`src/rtl/divider_pkg.sv`:
```
// Shared definitions for the restoring divider: FSM states, default width
// and the saturation pattern reported on divide-by-zero or overflow.
package divider_pkg;

  localparam int DIV_DW = 8;

  // Wide enough for any practical DW; the top slices off what it needs.
  localparam logic [63:0] DIV_SAT_ALL = '1;

  typedef enum logic [1:0] {
    IDLE,
    CALC,
    DONE
  } state_t;

endpackage

```
`src/rtl/div_step.sv`:
```
// One restoring-division step: shift the next dividend bit into the partial
// remainder and subtract the divisor when it fits. Purely combinational.
module div_step
  import divider_pkg::*;
#(
  parameter int DW = DIV_DW
) (
  input  logic [DW:0]   r,
  input  logic          next_bit,
  input  logic [DW-1:0] divisor,
  output logic [DW:0]   r_next,
  output logic          q_bit
);

  logic [DW+1:0] r_shift;
  logic [DW:0]   diff;

  assign r_shift = {r, next_bit};
  assign diff    = r_shift[DW:0] - {1'b0, divisor};

  // Keep the difference when the divisor fits, otherwise restore the shifted value.
  always_comb begin
    q_bit  = 1'b0;
    r_next = r_shift[DW:0];
    if (r_shift >= {2'b00, divisor}) begin
      q_bit  = 1'b1;
      r_next = diff;
    end
  end

endmodule

```
`src/rtl/exact_divider_16by8.sv`:
```
// Sequential radix-2 restoring divider, 2*DW-bit dividend by DW-bit divisor,
// one quotient bit per cycle, with valid/ready handshakes on both sides.
module exact_divider_16by8
  import divider_pkg::*;
#(
  parameter int DW = DIV_DW
) (
  input  logic            clk,
  input  logic            rst_n,
  input  logic            in_valid,
  output logic            in_ready,
  input  logic [2*DW-1:0] dividend,
  input  logic [DW-1:0]   divisor,
  output logic            out_valid,
  input  logic            out_ready,
  output logic [DW-1:0]   quotient,
  output logic [DW-1:0]   remainder,
  output logic            div_by_zero,
  output logic            overflow
);

  localparam int CW = $clog2(DW);

  state_t        state;
  logic [DW:0]   r;
  logic [DW-1:0] dvs;
  logic [DW-1:0] dvd_lo;
  logic [CW-1:0] cnt;
  logic [DW:0]   r_next;
  logic          q_bit;

  assign in_ready = (state == IDLE);

  div_step #(.DW(DW)) u_step (
    .r        (r),
    .next_bit (dvd_lo[DW-1]),
    .divisor  (dvs),
    .r_next   (r_next),
    .q_bit    (q_bit)
  );

  // Control FSM and datapath; the quotient register doubles as the shift register.
  always_ff @(posedge clk or negedge rst_n) begin
    if (!rst_n) begin
      state       <= IDLE;
      r           <= '0;
      dvs         <= '0;
      dvd_lo      <= '0;
      cnt         <= '0;
      out_valid   <= 1'b0;
      quotient    <= '0;
      remainder   <= '0;
      div_by_zero <= 1'b0;
      overflow    <= 1'b0;
    end else begin
      unique case (state)
        IDLE: begin
          if (in_valid) begin
            dvs    <= divisor;
            dvd_lo <= dividend[DW-1:0];
            r      <= {1'b0, dividend[2*DW-1:DW]};
            cnt    <= CW'(DW - 1);
            if (divisor == '0) begin
              div_by_zero <= 1'b1;
              overflow    <= 1'b0;
              quotient    <= DIV_SAT_ALL[DW-1:0];
              remainder   <= dividend[DW-1:0];
              state       <= DONE;
            end else if (dividend[2*DW-1:DW] >= divisor) begin
              div_by_zero <= 1'b0;
              overflow    <= 1'b1;
              quotient    <= DIV_SAT_ALL[DW-1:0];
              remainder   <= dividend[DW-1:0];
              state       <= DONE;
            end else begin
              div_by_zero <= 1'b0;
              overflow    <= 1'b0;
              state       <= CALC;
            end
          end
        end
        CALC: begin
          r        <= r_next;
          dvd_lo   <= {dvd_lo[DW-2:0], 1'b0};
          quotient <= {quotient[DW-2:0], q_bit};
          cnt      <= cnt - 1'b1;
          if (cnt == '0) begin
            remainder <= r_next[DW-1:0];
            out_valid <= 1'b1;
            state     <= DONE;
          end
        end
        DONE: begin
          // Error results enter DONE with out_valid low and publish one cycle later.
          if (!out_valid) begin
            out_valid <= 1'b1;
          end else if (out_ready) begin
            out_valid <= 1'b0;
            state     <= IDLE;
          end
        end
        default: begin
          state <= IDLE;
        end
      endcase
    end
  end

endmodule

```
`config.mk`:
```
export PLATFORM = sky130hd
export DESIGN_NAME = exact_divider_16by8
export DESIGN_NICKNAME = d
export VERILOG_FILES = /design/src/rtl/divider_pkg.sv /design/src/rtl/div_step.sv /design/src/rtl/exact_divider_16by8.sv
export SDC_FILE = /design/constraint.sdc
export NUM_CORES = 1
export LEC_CHECK = 0
export ABC_AREA = 1
export CELL_PAD_IN_SITES_DETAIL_PLACEMENT = 0
export CELL_PAD_IN_SITES_GLOBAL_PLACEMENT = 1
export CORE_MARGIN = 3
export CORE_UTILIZATION = 41
export CTS_BUF_LIST = sky130_fd_sc_hd__clkbuf_2 sky130_fd_sc_hd__clkbuf_4 sky130_fd_sc_hd__clkbuf_8
export CTS_CLUSTER_SIZE = 24
export DETAILED_ROUTE_END_ITERATION = 8
export GPL_ROUTABILITY_DRIVEN = 0
export GPL_TIMING_DRIVEN = 0
export MAX_ROUTING_LAYER = met4
export PLACE_DENSITY_LB_ADDON = 0.1
export SLEW_MARGIN = 20
export SYNTH_ARGS = -nofsm -noshare
export SYNTH_HDL_FRONTEND = slang
export SYNTH_SLANG_ARGS = --single-unit
```
`constraint.sdc`:
```
create_clock -name clk -period 2.62 [get_ports clk]
set_input_delay 0.524 -clock clk [delete_from_list [all_inputs] [get_ports clk]]
set_output_delay 0.524 -clock clk [all_outputs]
set_load 0.005 [all_outputs]
```
==> impl_table.tex <==
\begin{tabular}{lr}
\hline
Metric & Value \\
\hline
\multicolumn{2}{l}{\textbf{Outcome}} \\
\quad Outcome & completed \\
\multicolumn{2}{l}{\textbf{Timing}} \\
\quad Setup slack after layout & 0.4956 ns \\
\quad Summed negative setup slack over all endpoints & 0 ns \\
\quad F\_max & around 0.47 GHz \\
\quad Worst hold slack after final layout & between 0.2 and 0.25 ns \\
\quad Number of slew-limit violations in the final report & 0 \\
\quad Clock Skew & between 0.007 and 0.008 ns \\
\quad Slew @ Worst Pin & 0.6411 ns \\
\quad Clock period minus worst slack & 2.124 ns \\
\quad Number of endpoints failing setup at the final stage & 0 \\
\quad Period utilization & about four fifths \\
\quad Worst slew slack as a fraction of its limit & 57.26\% \\
\quad Hold violation count in the final report & 0 \\
\quad Unrepaired setup endpoints after global routing & no \\
\multicolumn{2}{l}{\textbf{Route}} \\
\quad Total via count in the routed design & 2666 \\
\quad DRC Markers & 0 \\
\quad Count of TritonRoute iterations in the first routing pass & 4 \\
\quad Detailed-route wire length & 7535 um \\
\quad Detailed-route wire length per cell & 13.83 um \\
\quad 1st-iter DRT viols & 96 \\
\quad Routed via count divided by cell count & 4.892 \\
\quad Remaining antenna violation count after routing & 0 \\
\multicolumn{2}{l}{\textbf{Clock network}} \\
\quad Post-CTS setup-driven buffer insertion count & 0 \\
\quad Number of gates resized after cts & 0 \\
\quad Number of CTS-inserted buffers & 5 \\
\quad Root Buffer & clkbuf\_8 \\
\quad Total number of clock tree sinks & 49 \\
\quad Post-cts hold buffer count & 0 \\
\quad Clock tree from TritonCTS & done \\
\quad Clock network latency to the later pin of the worst-skew pair & 0.31 ns \\
\quad Clk buf depth & 2 \\
\quad Clock H-tree levels & 2 \\
\quad Clock transition at the registers of the reported paths & 0.09 ns \\
\multicolumn{2}{l}{\textbf{Floorplanning}} \\
\quad Row count & 30 \\
\quad Die area & about 0.0084 mm2 \\
\quad Number of placed I/O pins & 48 \\
\quad Chip Height & 91.74 um \\
\quad Core Region & 0.006944 mm2 \\
\quad Die span in x & 91.74 um \\
\quad Starting utilization of the core area & 43.41\% \\
\multicolumn{2}{l}{\textbf{Synthesis}} \\
\quad Proportion of netlist area held by the largest area contributor & 40.68\% \\
\quad Main combinational cell family by area after synthesis & simple AND/OR/NAND/NOR gates \\
\quad Adder-Cell Fraction of Synth Area & 8.136\% \\
\quad Cell taking the most area after synthesis & dfrtp\_1 \\
\quad Yosys warnings & 0 \\
\quad Number of nets in the synthesized netlist & 441 \\
\quad Synth top area cells & dfrtp\_1 41\%, nand2\_1 14\%, inv\_1 8.5\% \\
\quad Simple logic cell fraction of the synthesized area & 29.02\% \\
\quad Parity-gate share of the synthesized area counting xor and xnor cells & 1.162\% \\
\quad Area of the mapped netlist & 0.003014 mm2 \\
\quad Portion of netlist area occupied by mux cells & 0\% \\
\quad Cells after synthesis & slightly below 400 \\
\quad Number of register bits inferred by synthesis & 49 \\
\quad Seq/Total Area, Yosys & 40.68\% \\
\quad Avg Inst Size Synth & 7.650 um2 \\
\quad Number of distinct standard cells referenced by the synthesized netlist & 31 \\
\quad Compound-gate portion of the synthesized area & approximately a tenth \\
\multicolumn{2}{l}{\textbf{Setup path}} \\
\quad Largest stage delay on the critical path & 0.51 ns \\
\quad Critical Path Start Type & primary input \\
\quad Required time of the critical path & 2.82 ns \\
\quad Worst reg2reg endpoint & remainder[7] \\
\quad Most Frequent Cell on Critical Path & inv\_1 \\
\quad WP buf/inv & 5 \\
\quad Worst path slowest cell & clkdlybuf4s50\_1 \\
\quad Arr. time, crit path & around 2.3 ns \\
\quad Launching point of the worst reg2reg path & dvd\_lo[7] \\
\quad Worst-case register-to-register setup slack & 0.54 ns \\
\quad Number of cells traversed by the worst register-to-register path & 12 \\
\quad List of cells traversed by the critical path & clkdlybuf4s50\_1, inv\_1, ha\_1, nand2\_1, inv\_1, nor2\_1, o21a\_1, nand3\_2, nand3\_4, inv\_2, nor2\_1, inv\_1 \\
\quad Maximum net fanout on the critical path & 9 \\
\quad Critical Path Sink Type & flip-flop \\
\quad Start-to-end type of the worst setup path & in -> reg \\
\quad Kind of cell with the highest combined delay on the critical path & buffers and inverters \\
\multicolumn{2}{l}{\textbf{Cells and area}} \\
\quad Post-layout util & 53.19\% \\
\quad Final Instance Area & between 0.003 and 0.004 mm2 \\
\quad Highest-count cells in the layout ignoring fill and taps & 114 x nand2\_1, 68 x inv\_1, 49 x dfrtp\_1, 46 x clkdlybuf4s50\_1, 27 x nand3\_1 \\
\quad Post-synthesis to final-layout area growth & 22.54\% \\
\quad Multi-input gate area in the final layout & 0.001464 mm2 \\
\quad Most common cell after layout, fill and taps aside & nand2\_1 \\
\quad FILL cells & $\sim$680 \\
\quad Antenna diodes & 0 \\
\quad Non-Filler Instances & 545 \\
\quad \# nets final & between 400 and 500 \\
\quad Sequential standard cell area & about 0.0012 mm2 \\
\quad Fraction of final layout cells sized beyond drive strength 1 & 10.02\% \\
\multicolumn{2}{l}{\textbf{GRT}} \\
\quad First-pass GRT wire length & 12870 um \\
\quad Initial antenna violation count & 0 \\
\quad Via count of the first global-routing pass & 2618 \\
\quad Largest net degree at the start of global routing & 50 \\
\quad Global-route congestion overflow total & 0 \\
\quad Total routing resource utilization after global routing & between 20\% and 30\% \\
\multicolumn{2}{l}{\textbf{Pwr}} \\
\quad Power per standard cell area & 1168 mW/mm2 \\
\quad Leakage power & approximately 1.9 nW \\
\quad PnR Total Power & around 4.3 mW \\
\quad Max VDD drop & between 500 and 600 uV \\
\multicolumn{2}{l}{\textbf{Placed design}} \\
\quad Port buffer count & 47 \\
\quad Total cell area at the placement stage & approximately 0.0036 mm2 \\
\quad DP HPWL & 5992 um \\
\quad Pre-CTS worst setup slack & 0.1525 ns \\
\quad Placed cell count & between 500 and 600 \\
\multicolumn{2}{l}{\textbf{Hold path}} \\
\quad Worst hold-check path type & in -> async \\
\multicolumn{2}{l}{\textbf{Run}} \\
\quad Maximum Capacitance Violations & 0 \\
\hline
\end{tabular}
==> how the worst max path moves through the flow <==
| stage | cells after the start | from | end |
|---|---|---|---|
| floorplan | 12 | dvd_lo[7] | remainder[1] |
| global placement | 1 | rst_n | quotient[7] |
| detailed placement | 12 | divisor[7] | remainder[7] |
| CTS | 12 | divisor[7] | remainder[7] |
| global route | 12 | divisor[7] | state[1] |
| finish | 12 | divisor[7] | state[1] |
==> registers in the layout, summed over array words and instances, names as in the netlist <==
signal,count
quotient,8
cnt,3
remainder,8
dvd_lo,8
dvs,8
overflow,1
div_by_zero,1
state,2
out_valid,1
r,9
==> layout make-up <==
class                           count  area share, %
Buffer                              8          1.389
Multi-Input combinational cell    265          39.63
Clock buffer                        6          2.066
Sequential cell                    49          33.20
Tap cell                           96          3.252
Timing Repair Buffer               47          12.67
Inverter                           72          7.385
Clock inverter                      2         0.4065
==> metal layers <==
layer / routed length [um] / vias up / global-route usage [%]
li1: - / 1351 / -
met1: 3523 / 1257 / 26.81
met2: 3554 / 50 / 31.71
met3: 359 / 8 / 3.281
met4: 97 / 0 / 5.198
met5: 0 / - / -
==> worst reg2reg max path, delay by kind of cell, from the launching register on <==
family	cells	cell delay, ns
AO/OA/AOI/OAI	1	0.07
buffers and inverters	3	0.35
AND/OR/NAND/NOR	6	0.64
adder cells (fa/ha/maj)	2	0.57
flip-flops	1	0.40
==> cell families after synthesis <==
| logic type | count (synthesis) |
|---|---|
| buffers and inverters | 80 |
| adders and majority gates | 19 |
| xor gates and xnor gates | 4 |
| and+or+nand+nor | 189 |
| AOI/OAI and AO/OA | 53 |
| DFF | 49 |
==> synthesized netlist by cell type <==
library cell	number
a21oi_1	20
nand4_1	2
nand2_1	114
o21ai_0	18
o221ai_1	3
or2_2	6
nor2_1	20
nand3_4	1
buf_2	5
nand3b_1	1
buf_6	2
xor2_1	4
clkbuf_1	1
or2_0	1
fa_1	1
ha_1	18
dfrtp_1	49
o211ai_1	1
a22oi_1	8
nor2_2	3
nand3_2	9
inv_2	3
a21oi_2	1
a22o_1	1
nor2_4	2
nand3_1	27
inv_4	1
o21a_1	1
nand2_2	2
inv_1	68
nand2_4	1
==> where the power goes <==
| group | internal, mW | leakage, nW | switching [mW] |
|---|---|---|---|
| Clock | 0.199 | 0.0408 | 0.263 |
| Combinational | 1.03 | 1.27 | 1.54 |
| Sequential | 1.08 | 0.567 | 0.195 |
Note: power is estimated with default switching activity, not from simulation.
